File: src/rtl/lut_load_ctrl.sv
// Host-to-LUT port-B load sequencer: streams beats into one of four BPM I/Q tables and keeps a checksum.
// Optional readback verification of that checksum is built when LUT_VERIFY_EN is defined.
module lut_load_ctrl #(
  parameter int AW     = 15,
  parameter int DW     = 7,
  parameter int RD_LAT = 1,
  parameter int CSW    = 22
) (
  input  logic           clk,
  input  logic           rst,
  input  logic           cmd_valid,
  output logic           cmd_ready,
  input  logic [1:0]     cmd_lut,
  input  logic [AW-1:0]  cmd_addr,
  input  logic [AW-1:0]  cmd_len,
  input  logic           wr_valid,
  output logic           wr_ready,
  input  logic [DW-1:0]  wr_data,
  input  logic           abort,
  output logic [AW-1:0]  lut_addrb,
  output logic [DW-1:0]  lut_dinb,
  output logic [3:0]     lut_web,
  input  logic [DW-1:0]  lut_doutb0,
  input  logic [DW-1:0]  lut_doutb1,
  input  logic [DW-1:0]  lut_doutb2,
  input  logic [DW-1:0]  lut_doutb3,
  output logic           busy,
  output logic           done,
  output logic [1:0]     err,
  output logic [CSW-1:0] checksum
);

  typedef enum logic [2:0] {IDLE, WRITE, VERIFY, DRAIN, DONE} state_t;

  localparam logic [1:0] ERR_OK    = 2'd0;
  localparam logic [1:0] ERR_CSUM  = 2'd1;
  localparam logic [1:0] ERR_ABORT = 2'd2;

  state_t         state_reg;
  logic [1:0]     sel_reg;
  logic [AW-1:0]  cur_addr_reg;
  logic [AW-1:0]  remaining_reg;
  logic [AW-1:0]  lut_addrb_reg;
  logic [DW-1:0]  lut_dinb_reg;
  logic [3:0]     lut_web_reg;
  logic [1:0]     err_reg;
  logic [CSW-1:0] checksum_reg;
  logic [3:0]     sel_onehot;
  logic           active;
  logic           accept;

  genvar gi;
  generate
    for (gi = 0; gi < 4; gi++) begin : g_sel
      assign sel_onehot[gi] = (sel_reg == 2'(gi));
    end
  endgenerate

  // Handshake/status flags are pure decodes of the registered state.
  assign cmd_ready = (state_reg == IDLE);
  assign wr_ready  = (state_reg == WRITE);
  assign busy      = (state_reg != IDLE);
  assign done      = (state_reg == DONE);
  assign active    = (state_reg == WRITE) || (state_reg == VERIFY) || (state_reg == DRAIN);
  assign accept    = cmd_valid && (state_reg == IDLE);

  assign lut_addrb = lut_addrb_reg;
  assign lut_dinb  = lut_dinb_reg;
  assign lut_web   = lut_web_reg;
  assign err       = err_reg;
  assign checksum  = checksum_reg;

`ifdef LUT_VERIFY_EN
  logic [AW-1:0]  start_addr_reg;
  logic [AW-1:0]  len_reg;
  logic [CSW-1:0] rd_sum_reg;
  logic [RD_LAT:0] rd_pipe_reg;
  logic [DW-1:0]  rd_data;
  logic           rd_issue;

  always_comb begin
    rd_data = lut_doutb0;
    case (sel_reg)
      2'd1:    rd_data = lut_doutb1;
      2'd2:    rd_data = lut_doutb2;
      2'd3:    rd_data = lut_doutb3;
      default: rd_data = lut_doutb0;
    endcase
  end

  assign rd_issue = (state_reg == VERIFY) && !abort;

  // rd_pipe_reg[k] marks a read issued k+1 edges ago; the top stage lines up with valid LUT data.
  always_ff @(posedge clk) begin
    if (rst) begin
      rd_sum_reg  <= '0;
      rd_pipe_reg <= '0;
    end else if (accept) begin
      rd_sum_reg  <= '0;
      rd_pipe_reg <= '0;
    end else if (abort && active) begin
      rd_pipe_reg <= '0;
    end else begin
      rd_pipe_reg <= {rd_pipe_reg[RD_LAT-1:0], rd_issue};
      if (rd_pipe_reg[RD_LAT])
        rd_sum_reg <= rd_sum_reg + CSW'(rd_data);
    end
  end
`else
  logic unused_rd;
  assign unused_rd = ^{lut_doutb0, lut_doutb1, lut_doutb2, lut_doutb3};
`endif

  always_ff @(posedge clk) begin
    if (rst) begin
      state_reg     <= IDLE;
      sel_reg       <= '0;
      cur_addr_reg  <= '0;
      remaining_reg <= '0;
      lut_addrb_reg <= '0;
      lut_dinb_reg  <= '0;
      lut_web_reg   <= '0;
      err_reg       <= ERR_OK;
      checksum_reg  <= '0;
`ifdef LUT_VERIFY_EN
      start_addr_reg <= '0;
      len_reg        <= '0;
`endif
    end else begin
      lut_web_reg <= '0;
      case (state_reg)
        IDLE: begin
          if (accept) begin
            sel_reg       <= cmd_lut;
            cur_addr_reg  <= cmd_addr;
            remaining_reg <= cmd_len;
            checksum_reg  <= '0;
            err_reg       <= ERR_OK;
`ifdef LUT_VERIFY_EN
            start_addr_reg <= cmd_addr;
            len_reg        <= cmd_len;
`endif
            state_reg     <= WRITE;
          end
        end
        WRITE: begin
          // abort wins over a beat presented in the same cycle
          if (abort) begin
            err_reg   <= ERR_ABORT;
            state_reg <= DONE;
          end else if (wr_valid) begin
            lut_addrb_reg <= cur_addr_reg;
            lut_dinb_reg  <= wr_data;
            lut_web_reg   <= sel_onehot;
            checksum_reg  <= checksum_reg + CSW'(wr_data);
            cur_addr_reg  <= cur_addr_reg + 1'b1;
            if (remaining_reg == '0) begin
`ifdef LUT_VERIFY_EN
              cur_addr_reg  <= start_addr_reg;
              remaining_reg <= len_reg;
              state_reg     <= VERIFY;
`else
              state_reg     <= DONE;
`endif
            end else begin
              remaining_reg <= remaining_reg - 1'b1;
            end
          end
        end
`ifdef LUT_VERIFY_EN
        VERIFY: begin
          if (abort) begin
            err_reg   <= ERR_ABORT;
            state_reg <= DONE;
          end else begin
            lut_addrb_reg <= cur_addr_reg;
            cur_addr_reg  <= cur_addr_reg + 1'b1;
            if (remaining_reg == '0)
              state_reg <= DRAIN;
            else
              remaining_reg <= remaining_reg - 1'b1;
          end
        end
        DRAIN: begin
          if (abort) begin
            err_reg   <= ERR_ABORT;
            state_reg <= DONE;
          end else if (rd_pipe_reg == '0) begin
            err_reg   <= (rd_sum_reg != checksum_reg) ? ERR_CSUM : ERR_OK;
            state_reg <= DONE;
          end
        end
`endif
        DONE: begin
          state_reg <= IDLE;
        end
        default: begin
          state_reg <= IDLE;
        end
      endcase
    end
  end

endmodule

File: config.mk
export PLATFORM = sky130hd
export DESIGN_NAME = lut_load_ctrl
export DESIGN_NICKNAME = d
export VERILOG_FILES = /design/src/rtl/lut_load_ctrl.sv
export SDC_FILE = /design/constraint.sdc
export NUM_CORES = 1
export LEC_CHECK = 0
export ABC_AREA = 1
export CAP_MARGIN = 15
export CELL_PAD_IN_SITES_DETAIL_PLACEMENT = 1
export CELL_PAD_IN_SITES_GLOBAL_PLACEMENT = 2
export CORE_MARGIN = 5
export CORE_UTILIZATION = 23
export CTS_BUF_LIST = sky130_fd_sc_hd__clkbuf_4 sky130_fd_sc_hd__clkbuf_8 sky130_fd_sc_hd__clkbuf_16
export CTS_CLUSTER_DIAMETER = 100
export DETAILED_ROUTE_END_ITERATION = 6
export PLACE_DENSITY_LB_ADDON = 0.1
export REMOVE_ABC_BUFFERS = 1
export SLEW_MARGIN = 20
export SYNTH_ARGS = -nofsm -noshare
export SYNTH_HDL_FRONTEND = slang
export SYNTH_SLANG_ARGS = --single-unit
File: constraint.sdc
create_clock -name clk -period 1.98 [get_ports clk]
set_clock_uncertainty 0.2 [all_clocks]
set_input_delay 0.198 -clock clk [delete_from_list [all_inputs] [get_ports clk]]
set_output_delay 0.198 -clock clk [all_outputs]
set_load 0.01 [all_outputs]
======== Yosys cells after proc, flatten, opt, wreduce, memory -nomap -nowiden ========
Cells that the tools add are included.
operators by class
  reductions and logical operators ........ 13
  bitwise operators ....................... 3
  add/subtract/negate cells ............... 3
  multiplexer cells ....................... 21
  eq/ne operators ......................... 12
operator list
  kind                     count
  $mux W15                 7
  $mux W22                 3
  $pmux W15 S2             2
  $pmux W22 S2             1
  $add A22 B7 Y22          1
  $add A15 B1 Y15 const B  1
  $logic_not A15 Y1        1
  $sub A15 B1 Y15 const B  1
  $mux W3                  4
  $reduce_and A3 Y1        3
  $ne A2 B2 Y1 const B     3
  $pmux W3 S2              1
  $reduce_and A5 Y1        1
  $eq A2 B2 Y1 const B     2
  $mux W2                  2
  $ne A2 B1 Y1 const B     2
  $pmux W2 S2              1
  $reduce_and A4 Y1        1
  $reduce_or A4 Y1         1
  $eq A3 B1 Y1 const B     1
  $eq A3 B3 Y1 const B     1
  $logic_not A3 Y1         1
  $ne A3 B1 Y1 const B     1
  $ne A3 B2 Y1 const B     1
  7 further kinds          9
storage, ports and cells
  word-level logic and storage cells ...... 61
  register bits ........................... 85
  bits of input ports ..................... 72
  output and inout bits ................... 54

======== Logic depth before layout (Yosys ltp) ========
Gate-level depths: netlist (run 1).
  depth in word-level cells ............... 5
  gate-level depth with buffers ........... 12
  gate-level depth less buffers ........... 12

======== Worst setup path after synthesis (run 1) ========
Ideal clock, no wire load.
  path kind ............................... reg2reg
  start point ............................. register checksum_reg[0], in the netlist checksum[0]
  end point ............................... register checksum_reg[8], in the netlist checksum[8]
  library setup time ...................... 0.070 ns
  path buffers ............................ 0
  cell stages (with the launch flop) ...... 12
  setup slack ............................. -0.010 ns
  period minus slack after synthesis ...... 1.990 ns
  required time ........................... 1.710 ns
  arrival ................................. 1.720 ns
  path through ............................ dfxtp_1 > ha_1 > inv_1 > fa_1 > inv_1 > nand2_1 > nand2_1 > nand3_1 > nand2_1 > nand2_2 > or2_1 > a21oi_1
between the ends
  longest elaborated chain between the ends .. 4
ends and longest elaborated chain
  item                    line  text
  start, declared         47    logic [CSW-1:0] checksum_reg;
  start signal, assigned  155   checksum_reg <= checksum_reg + CSW'(wr_data);
  $add A22 B7 Y22         155
  $mux W22                151   end else if (wr_valid) begin
  $mux W22                148   if (abort) begin
  $pmux W22 S2            131   case (state_reg)
No other way between the ends. The select of a mux whose other input is x is not followed.
A chain may end at the register's enable or synchronous reset.

======== Worst setup path after layout (run 1) ========
  start point ............................. register checksum_reg[0], in the netlist checksum[0]
  end point ............................... register checksum_reg[14], in the netlist checksum[14]
Same word-level chain as after synthesis.

==> results_dict.tcl, run 1 <==
set metrics [dict create \
    place_inst 1079 \
    finalHoldViolCount 0 \
    synth_area_um2 4610 \
    fin_crit_ps 1930 \
    cts.clk_slew.worst_paths_ps 70 \
    clockBufferDepth 2 \
    hp-class "in2reg" \
    h-tree-depth 3 \
    dp_hpwl_um 12400 \
    grt_pass1_vias 5099 \
    start_util 0.235 \
    synth_most_common_cell "nand2_1" \
    root_buffer "clkbuf_16" \
    num_rows 51 \
    period_share 0.974 \
    synthTopCellsByArea "dfxtp_1 (36%), nand2_1 (15%), nor2_1 (9.4%)" \
    routed_via_density 4.48 \
    cts_tree "done" \
    place_congestion 0.765 \
    cts.sinks 83 \
    final_layout_size_suffix_gt1_frac 0.133 \
    nNetsFinal 909 \
    dr.pass1.iters 5 \
    grt_pass1_wl_um 26500 \
    rsz0062_at_grt "yes" \
    reg2reg_from "checksum[0]" \
    crit_start "checksum[0]" \
    track_usage 0.146 \
    numCtsBuffers 9 \
    busiest_layer "met2" \
    vdd.ir_drop.worst_uv 415 \
    overflow 0 \
    pin_count 126 \
    cts_hold_buf 0 \
    synth_common_cells "nand2_1 (182), nor2_1 (115), dfxtp_1 (83)" \
    reg2reg_depth 12 \
    yosys_register_bits 83 \
    setup_viol 0 \
    worstSetupPathType "reg2reg" \
    portBuffers 96 \
    ant_nets 0 \
    p_per_area_nw_per_um2 784 \
    synth_top_area_share 0.360 \
    path_max_fanout 7 \
    outcome "complete, no violations" \
    final_area_um2 6580 \
    leakage_uw 0.00269 \
    r2r-end "checksum[14]" \
    gr-usage-met3 0.0205 \
    drtIter0Drc 164 \
    syn2layout_area_growth_pct 42.5 \
    arrival_ps 2010 \
    wl_per_cell_um 14.9 \
    finalPower_uw 5150 \
    die_y_um 152 \
    antenna_found_initial 0 \
    fp.dieW_um 152 \
    worstPathRequired_ps 2060 \
    die_area_um2 23000 \
    ys_seq_area_frac 0.360 \
    postPlaceCellArea_um2 6120 \
    syn_inst 705 \
    diodes 0 \
    yosys.area.top_type "dfxtp_1" \
    insertion_delay_ps 350 \
    largest_reg_flops 22 \
    gr-usage-met2 0.246 \
    grt_util_met1 0.193 \
    ys.flop_type "dfxtp_1" \
    wirelength_um 16300 \
    cp-start-kind "flip-flop" \
    synth_edf_count 0 \
    num_vias 4920 \
    timing.fmax_ghz 0.519 \
    finalSetupTns_ps 0 \
    yosys_warnings 0 \
    syn_avg_cell_area_um2 6.54 \
    drv_slew 0 \
    async_flop_share 0 \
    reg2reg_slack_ps 50 \
    grt_max_degree 23 \
    drc 0 \
    placeableCoreArea_um2 19600 \
    synthDistinctLibCells 42 \
    instances_no_fill 1097 \
    drv_cap 0 \
    crit_path_end_kind "flip-flop" \
    crit_path_end "checksum[14]" \
]
==> layout by cell type, fill, tap and decap left out, types with 7 or more instances in the layout <==
cell             synthesis  layout
o21ai_0                 56      56
clkbuf_16                0       9
nor2_2                   6       7
buf_4                    5      36
dfxtp_1                 83      80
clkdlybuf4s50_1          0      94
inv_1                   64      62
nand4_1                 14      14
nand3_1                 33      32
nand2_1                182     177
a21oi_1                 49      48
nor2_1                 115     114
nor3_1                   9       9
nand2_2                  4       7
==> critical path, cell delays in order (launching register included) <==
cell and delay, ps:
dfxtp_2 350, ha_4 130, inv_2 40, fa_2 350
inv_2 70, nand2_2 50, nand2_2 70, nand3_2 90
nand2_4 130, nand4_1 150, nand2_1 80, nand2_1 40
nor2_1 100
==> per-stage QoR <==
stage               worst slack (ps)   util  hold slack [ps]
finish                          52.4  0.336              118
global route                   -95.5  0.336              154
CTS                             22.7  0.333              111
detailed placement              -627  0.312              245
global placement                -519  0.312              234
floorplan                       -300      -             67.1
==> final cells by class <==
cell class                 count  area, um2
clock buffer                  12        254
timing repair buffer         138       1350
multi-input combinational    526       2610
sequential                    83       1670
clock inverter                 4       97.6
tap                          265        332
inverter                      69        264
fill                        2475      13000
==> per-layer routing <==
metal	share of wire	up-vias	wire length, um
met2	0.47	65	7740
met4	0.016	0	255
met5	0	-	0
li1	-	2496	-
met3	0.025	17	404
met1	0.49	2342	7920
==> power by group <==
group	internal [uW]	switching, uW
Sequential	1790	119
Combinational	512	698
Clock	1300	740
==> worst min path at each step <==
| stage | startpoint | to | depth (start not counted) |
|---|---|---|---|
| after floorplan | rst | checksum[0] | 1 |
| after global placement | sel_reg[1] | lut_web[0] | 1 |
| after detailed placement | sel_reg[1] | lut_web[0] | 1 |
| after CTS | wr_data[0] | lut_dinb[0] | 3 |
| after global routing | wr_data[0] | lut_dinb[0] | 3 |
| final | wr_data[0] | lut_dinb[0] | 3 |
==> cell families (layout without fill, tap and decap cells) <==
logic type,count (synthesis),after routing,synth area share
xor+xnor,4,4,0.00760
fa+ha+maj,10,10,0.0288
simple gates,385,385,0.365
flops,83,83,0.360
compound gates,126,126,0.146
other cells,1,1,0.000813
buf+inv,96,223,0.0917
==> timing repair <==
item                                    in CTS  in global routing
pin swaps                                    3                  4
resized for setup                           13                 14
buffers inserted                             1                  1
endpoints found under the setup margin       8                 28
Power figures use the tool's default switching activity.
==> run 2: changes to the inputs <==
--- a/config.mk
+++ b/config.mk
@@ -15,7 +15,6 @@
 export CTS_CLUSTER_DIAMETER = 100
 export DETAILED_ROUTE_END_ITERATION = 6
 export PLACE_DENSITY_LB_ADDON = 0.1
-export REMOVE_ABC_BUFFERS = 1
 export SLEW_MARGIN = 20
 export SYNTH_ARGS = -nofsm -noshare
 export SYNTH_HDL_FRONTEND = slang
==> results_dict.tcl, run 2 (synthesis gave the netlist of run 1 again) <==
set metrics [dict create \
    antenna_found_initial 1 \
    syn2layout_area_growth_pct 41.9 \
    track_usage 0.142 \
    outcome "complete, no violations" \
    grt_max_degree 35 \
    placeableCoreArea_um2 19600 \
    timing.fmax_ghz 0.518 \
    overflow 0 \
    finalPower_uw 4940 \
    setup_viol 0 \
    multi_input_area_um2 2620 \
    hold_path_depth 3 \
    nNetsFinal 909 \
    hold_end "lut_dinb[0]" \
    dr.pass1.iters 4 \
    fp.dieW_um 152 \
    numCtsBuffers 9 \
    drt-met1-wl_um 7730 \
    crit_path_end_kind "flip-flop" \
    topRoutingLayerUsed "met5" \
    syn_nets 787 \
    cts_hold_buf 0 \
    critPathMaxStageDelay_ps 350 \
    finalWorstSetupSlack_ps 51.1 \
    grt_pass1_wl_um 25800 \
    clockBufferDepth 2 \
    cp_common_cell "nand2_2" \
    regArea_um2 1660 \
    drc 0 \
    crit_chain "ha_4 -> inv_2 -> fa_2 -> inv_2 -> nand2_2 -> nand2_2 -> nand3_2 -> nand2_4 -> nand2_2 -> or2_1 -> a21oi_2" \
    routed_via_density 4.42 \
    wl_met2_um 7320 \
    path_max_fanout 7 \
    ant_nets 0 \
    h-tree-depth 3 \
    die_y_um 152 \
    place_ws_ps -501 \
    finalHoldViolCount 0 \
    diodes 0 \
    insertion_delay_ps 350 \
    slowest_stage "dfxtp_2" \
    cts_tree "done" \
    die_area_um2 23000 \
    met3_length_um 705 \
    drtIter0Drc 136 \
    wirelength_um 16000 \
    reg2reg_slack_ps 50 \
    grt_pass1_vias 5009 \
    largest_reg_flops 22 \
    dp_hpwl_um 12300 \
    reg2reg_depth 11 \
    fin_crit_ps 1930 \
    pin_count 126 \
    final_layout_size_suffix_gt1_frac 0.141 \
    reg2reg_from "checksum[0]" \
    drv_cap 0 \
    wl_per_cell_um 14.6 \
    hp-class "in2reg" \
    place_congestion 0.829 \
    final_area_um2 6550 \
    root_buffer "clkbuf_16" \
    rsz0062_at_grt "yes" \
    fillers 2443 \
    vdd.ir_drop.worst_uv 433 \
    p_per_area_nw_per_um2 754 \
    num_vias 4850 \
    instances_no_fill 1097 \
    layout_common_cells "nand2_1 (176), nor2_1 (111), clkdlybuf4s50_1 (94)" \
    hold_start "wr_data[0]" \
    leakage_uw 0.00265 \
    cp-start-kind "flip-flop" \
    holdWs_ps 121 \
    num_rows 51 \
    portBuffers 96 \
    period_share 0.974 \
    worstSetupPathType "reg2reg" \
    arrival_ps 2010 \
    r2r-end "checksum[8]" \
    start_util 0.235 \
    mostFrequentLayoutCell "nand2_1" \
    drv_slew 0 \
    cts.sinks 83 \
    worstPathRequired_ps 2060 \
    place_inst 1078 \
    postPlaceCellArea_um2 6110 \
    cts.clk_slew.worst_paths_ps 70 \
]
==> run 2: changes by cell type in the layout (fill, tap and decap cells not counted), sizes merged <==
cell,change
bufinv,-2
clkinv,+2
clkbuf,-1
dlygate4sd2,+1
dlymetal6s2s,-1
inv,+1
==> run 2: worst max-delay path by stage <==
stage	startpoint	endpoint	slack, ps	cells past startpoint
2_1_floorplan	checksum[0]	checksum[8]	20	11
3_3_place_gp	wr_data[0]	checksum[8]	-440	12
3_5_place_dp	wr_data[0]	checksum[8]	-500	12
4_1_cts	checksum[0]	checksum[8]	10	11
5_1_grt	checksum[0]	checksum[14]	-90	12
6_report	checksum[0]	checksum[8]	50	11
==> run 2: critical path: cells and delay by family (launching register included) <==
kind / cells / cell delay [ps]
buffers and inverters: 2 / 110
AO/OA/AOI/OAI: 1 / 110
AND/OR/NAND/NOR: 6 / 620
flip-flops: 1 / 350
adder cells (fa/ha/maj): 2 / 480
==> run 2: power by group <==
group | switching, uW | internal [uW]
logic | 703 | 525
registers | 120 | 1790
clock network | 748 | 1050
==> run 2: repair_timing <==
| action | CTS | global route |
|---|---|---|
| endpoints found under the setup margin | 12 | 14 |
| buffers inserted | 2 | 1 |
| gates resized for setup | 13 | 18 |
| pin swaps | 3 | 8 |
| hold endpoints to repair | 0 | 0 |
==> run 2: metrics by stage <==
step	setup TNS, ps	utilization
after CTS	0	0.330
after global placement	-5480	0.312
after detailed placement	-7120	0.312
after floorplan	0	-
final	0	0.334
after global routing	-217	0.334
==> run 2: per-layer routing <==
layer,vias up,global-route usage
met5,-,0
met2,79,0.239
met1,2245,0.186
li1,2510,-
met3,14,0.0271
met4,2,0.0418
==> run 2: final cells by class <==
cell class	instances	area share
well taps	265	0.0507
multi-input cells	526	0.401
flip-flops and latches	83	0.254
inverters	69	0.0403
clock inverters	5	0.00918
clock buffers	11	0.0386
repair buffers	138	0.206
==> run 3: changes to the inputs <==
--- a/config.mk
+++ b/config.mk
@@ -15,6 +15,7 @@
 export CTS_CLUSTER_DIAMETER = 100
 export DETAILED_ROUTE_END_ITERATION = 6
 export PLACE_DENSITY_LB_ADDON = 0.1
+export RECOVER_POWER = 25
 export SLEW_MARGIN = 20
 export SYNTH_ARGS = -nofsm -noshare
 export SYNTH_HDL_FRONTEND = slang
==> results_dict.tcl, run 3 (synthesis gave the netlist of run 1 again) <==
set metrics [dict create \
    drc 0 \
    hp-class "in2reg" \
    portBuffers 96 \
    die_y_um 152 \
    wl_per_cell_um 14.6 \
    timing.fmax_ghz 0.518 \
    worstPathRequired_ps 2060 \
    clockBufferDepth 2 \
    ant_nets 0 \
    insertion_delay_ps 350 \
    largest_reg_flops 22 \
    drv_slew 0 \
    crit_chain "ha_4 -> inv_2 -> fa_2 -> inv_2 -> nand2_2 -> nand2_2 -> nand3_2 -> nand2_4 -> nand2_2 -> or2_1 -> a21oi_2" \
    grt_max_degree 35 \
    placeableCoreArea_um2 19600 \
    critPathMaxStageDelay_ps 350 \
    place_congestion 0.829 \
    outcome "complete, no violations" \
    cts.clk_slew.worst_paths_ps 70 \
    num_vias 4853 \
    slowest_stage "dfxtp_2" \
    fillers 2445 \
    finalPower_uw 4930 \
    setup_viol 0 \
    overflow 0 \
    h-tree-depth 3 \
    finalHoldViolCount 0 \
    dr.pass1.iters 4 \
    cp-start-kind "flip-flop" \
    syn_nets 787 \
    place_inst 1078 \
    fin_crit_ps 1930 \
    dp_hpwl_um 12300 \
    final_layout_size_suffix_gt1_frac 0.141 \
    fp.dieW_um 152 \
    cts_tree "done" \
    path_max_fanout 7 \
    cts_hold_buf 0 \
    crit_path_end_kind "flip-flop" \
    grt_pass1_vias 5009 \
    pin_count 126 \
    routed_via_density 4.42 \
    path_delay_family "simple AND/OR/NAND/NOR gates" \
    nNetsFinal 909 \
    antenna_found_initial 1 \
    slew_headroom 0.554 \
    cts.sinks 83 \
    drv_cap 0 \
    start_util 0.235 \
    instances_no_fill 1097 \
    rsz0062_at_grt "yes" \
    root_buffer "clkbuf_16" \
    mostFrequentLayoutCell "nand2_1" \
    p_per_area_nw_per_um2 755 \
    num_rows 51 \
    syn2layout_area_growth_pct 41.6 \
    die_area_um2 23000 \
    leakage_uw 0.00271 \
    arrival_ps 2020 \
    layout_common_cells "nand2_1 (176), nor2_1 (111), dfxtp_1 (81)" \
    grt_pass1_wl_um 25800 \
    cp_common_cell "nand2_2" \
    worstSetupPathType "reg2reg" \
    diodes 0 \
    vdd.ir_drop.worst_uv 434 \
    cp_num_buf_inv 2 \
    worst_pin_slew_ps 669 \
    numCtsBuffers 9 \
    track_usage 0.142 \
    period_share 0.975 \
    drtIter0Drc 163 \
    wirelength_um 16000 \
]
[run 3: cell types whose count changed in the layout (fill, tap and decap cells not counted)]
cell             before  now
clkbuf_4              0    1
clkdlybuf4s50_1      94   76
dlygate4sd3_1         0   18
buf_4                36   35
clkbuf_2              0    1
buf_12                6    5
[run 3: what timing repair did]
item / CTS / global route
hold endpoints to repair: 0 / 0
endpoints found under the setup margin: 12 / 14
resized for setup: 13 / 18
buffers inserted: 2 / 1
pin swaps: 3 / 8
[run 3: worst reg2reg max path: stages, from the launching register on]
cell and delay (ps):
dfxtp_2 350, ha_4 140, inv_2 40, fa_2 350, inv_2 70, nand2_2 50
nand2_2 70, nand3_2 90, nand2_4 140, nand2_2 70, or2_1 220, a21oi_2 110
[run 3: stage by stage]
stage	utilization	worst slack, ps	instance area (um2)	hold WS (ps)	setup TNS, ps
after floorplan	-	23.9	4620	158	0
after global placement	0.312	-438	6110	238	-5480
after detailed placement	0.312	-501	6110	248	-7120
after CTS	0.330	10.3	6470	61.6	0
after global routing	0.333	-85.1	6530	174	-266
final	0.333	49.8	6530	121	0
[run 3: metal layers]
metal,global-route usage,up-vias,share of wire
li1,-,2510,-
met1,0.186,2261,0.49
met2,0.239,66,0.46
met3,0.0271,14,0.040
met4,0.0418,2,0.013
met5,0,-,0.00044
[run 3: area by class of cell]
type / count / area (um2) / area share
multi-input cells: 526 / 2620 / 0.402
flip-flops and latches: 83 / 1660 / 0.255
repair buffers: 138 / 1330 / 0.204
well taps: 265 / 332 / 0.0508
inverters: 69 / 264 / 0.0404
clock buffers: 11 / 253 / 0.0387
clock inverters: 5 / 60.1 / 0.00920
[run 3: power breakdown]
group	internal, uW	switching (uW)
Clock	1050	751
Combinational	518	703
Sequential	1790	119
Total	3360	1570
[run 3: path summary, 6_finish.rpt]
| kind | start | to | slack, ps | depth (start not counted) |
|---|---|---|---|---|
| hold reg to reg | sel_reg[0] | lut_web[2] | 260 | 1 |
| setup / recovery | checksum[0] | checksum[8] | 50 | 11 |
| setup reg to reg | checksum[0] | checksum[8] | 50 | 11 |
| hold / removal | wr_data[0] | lut_dinb[0] | 120 | 3 |
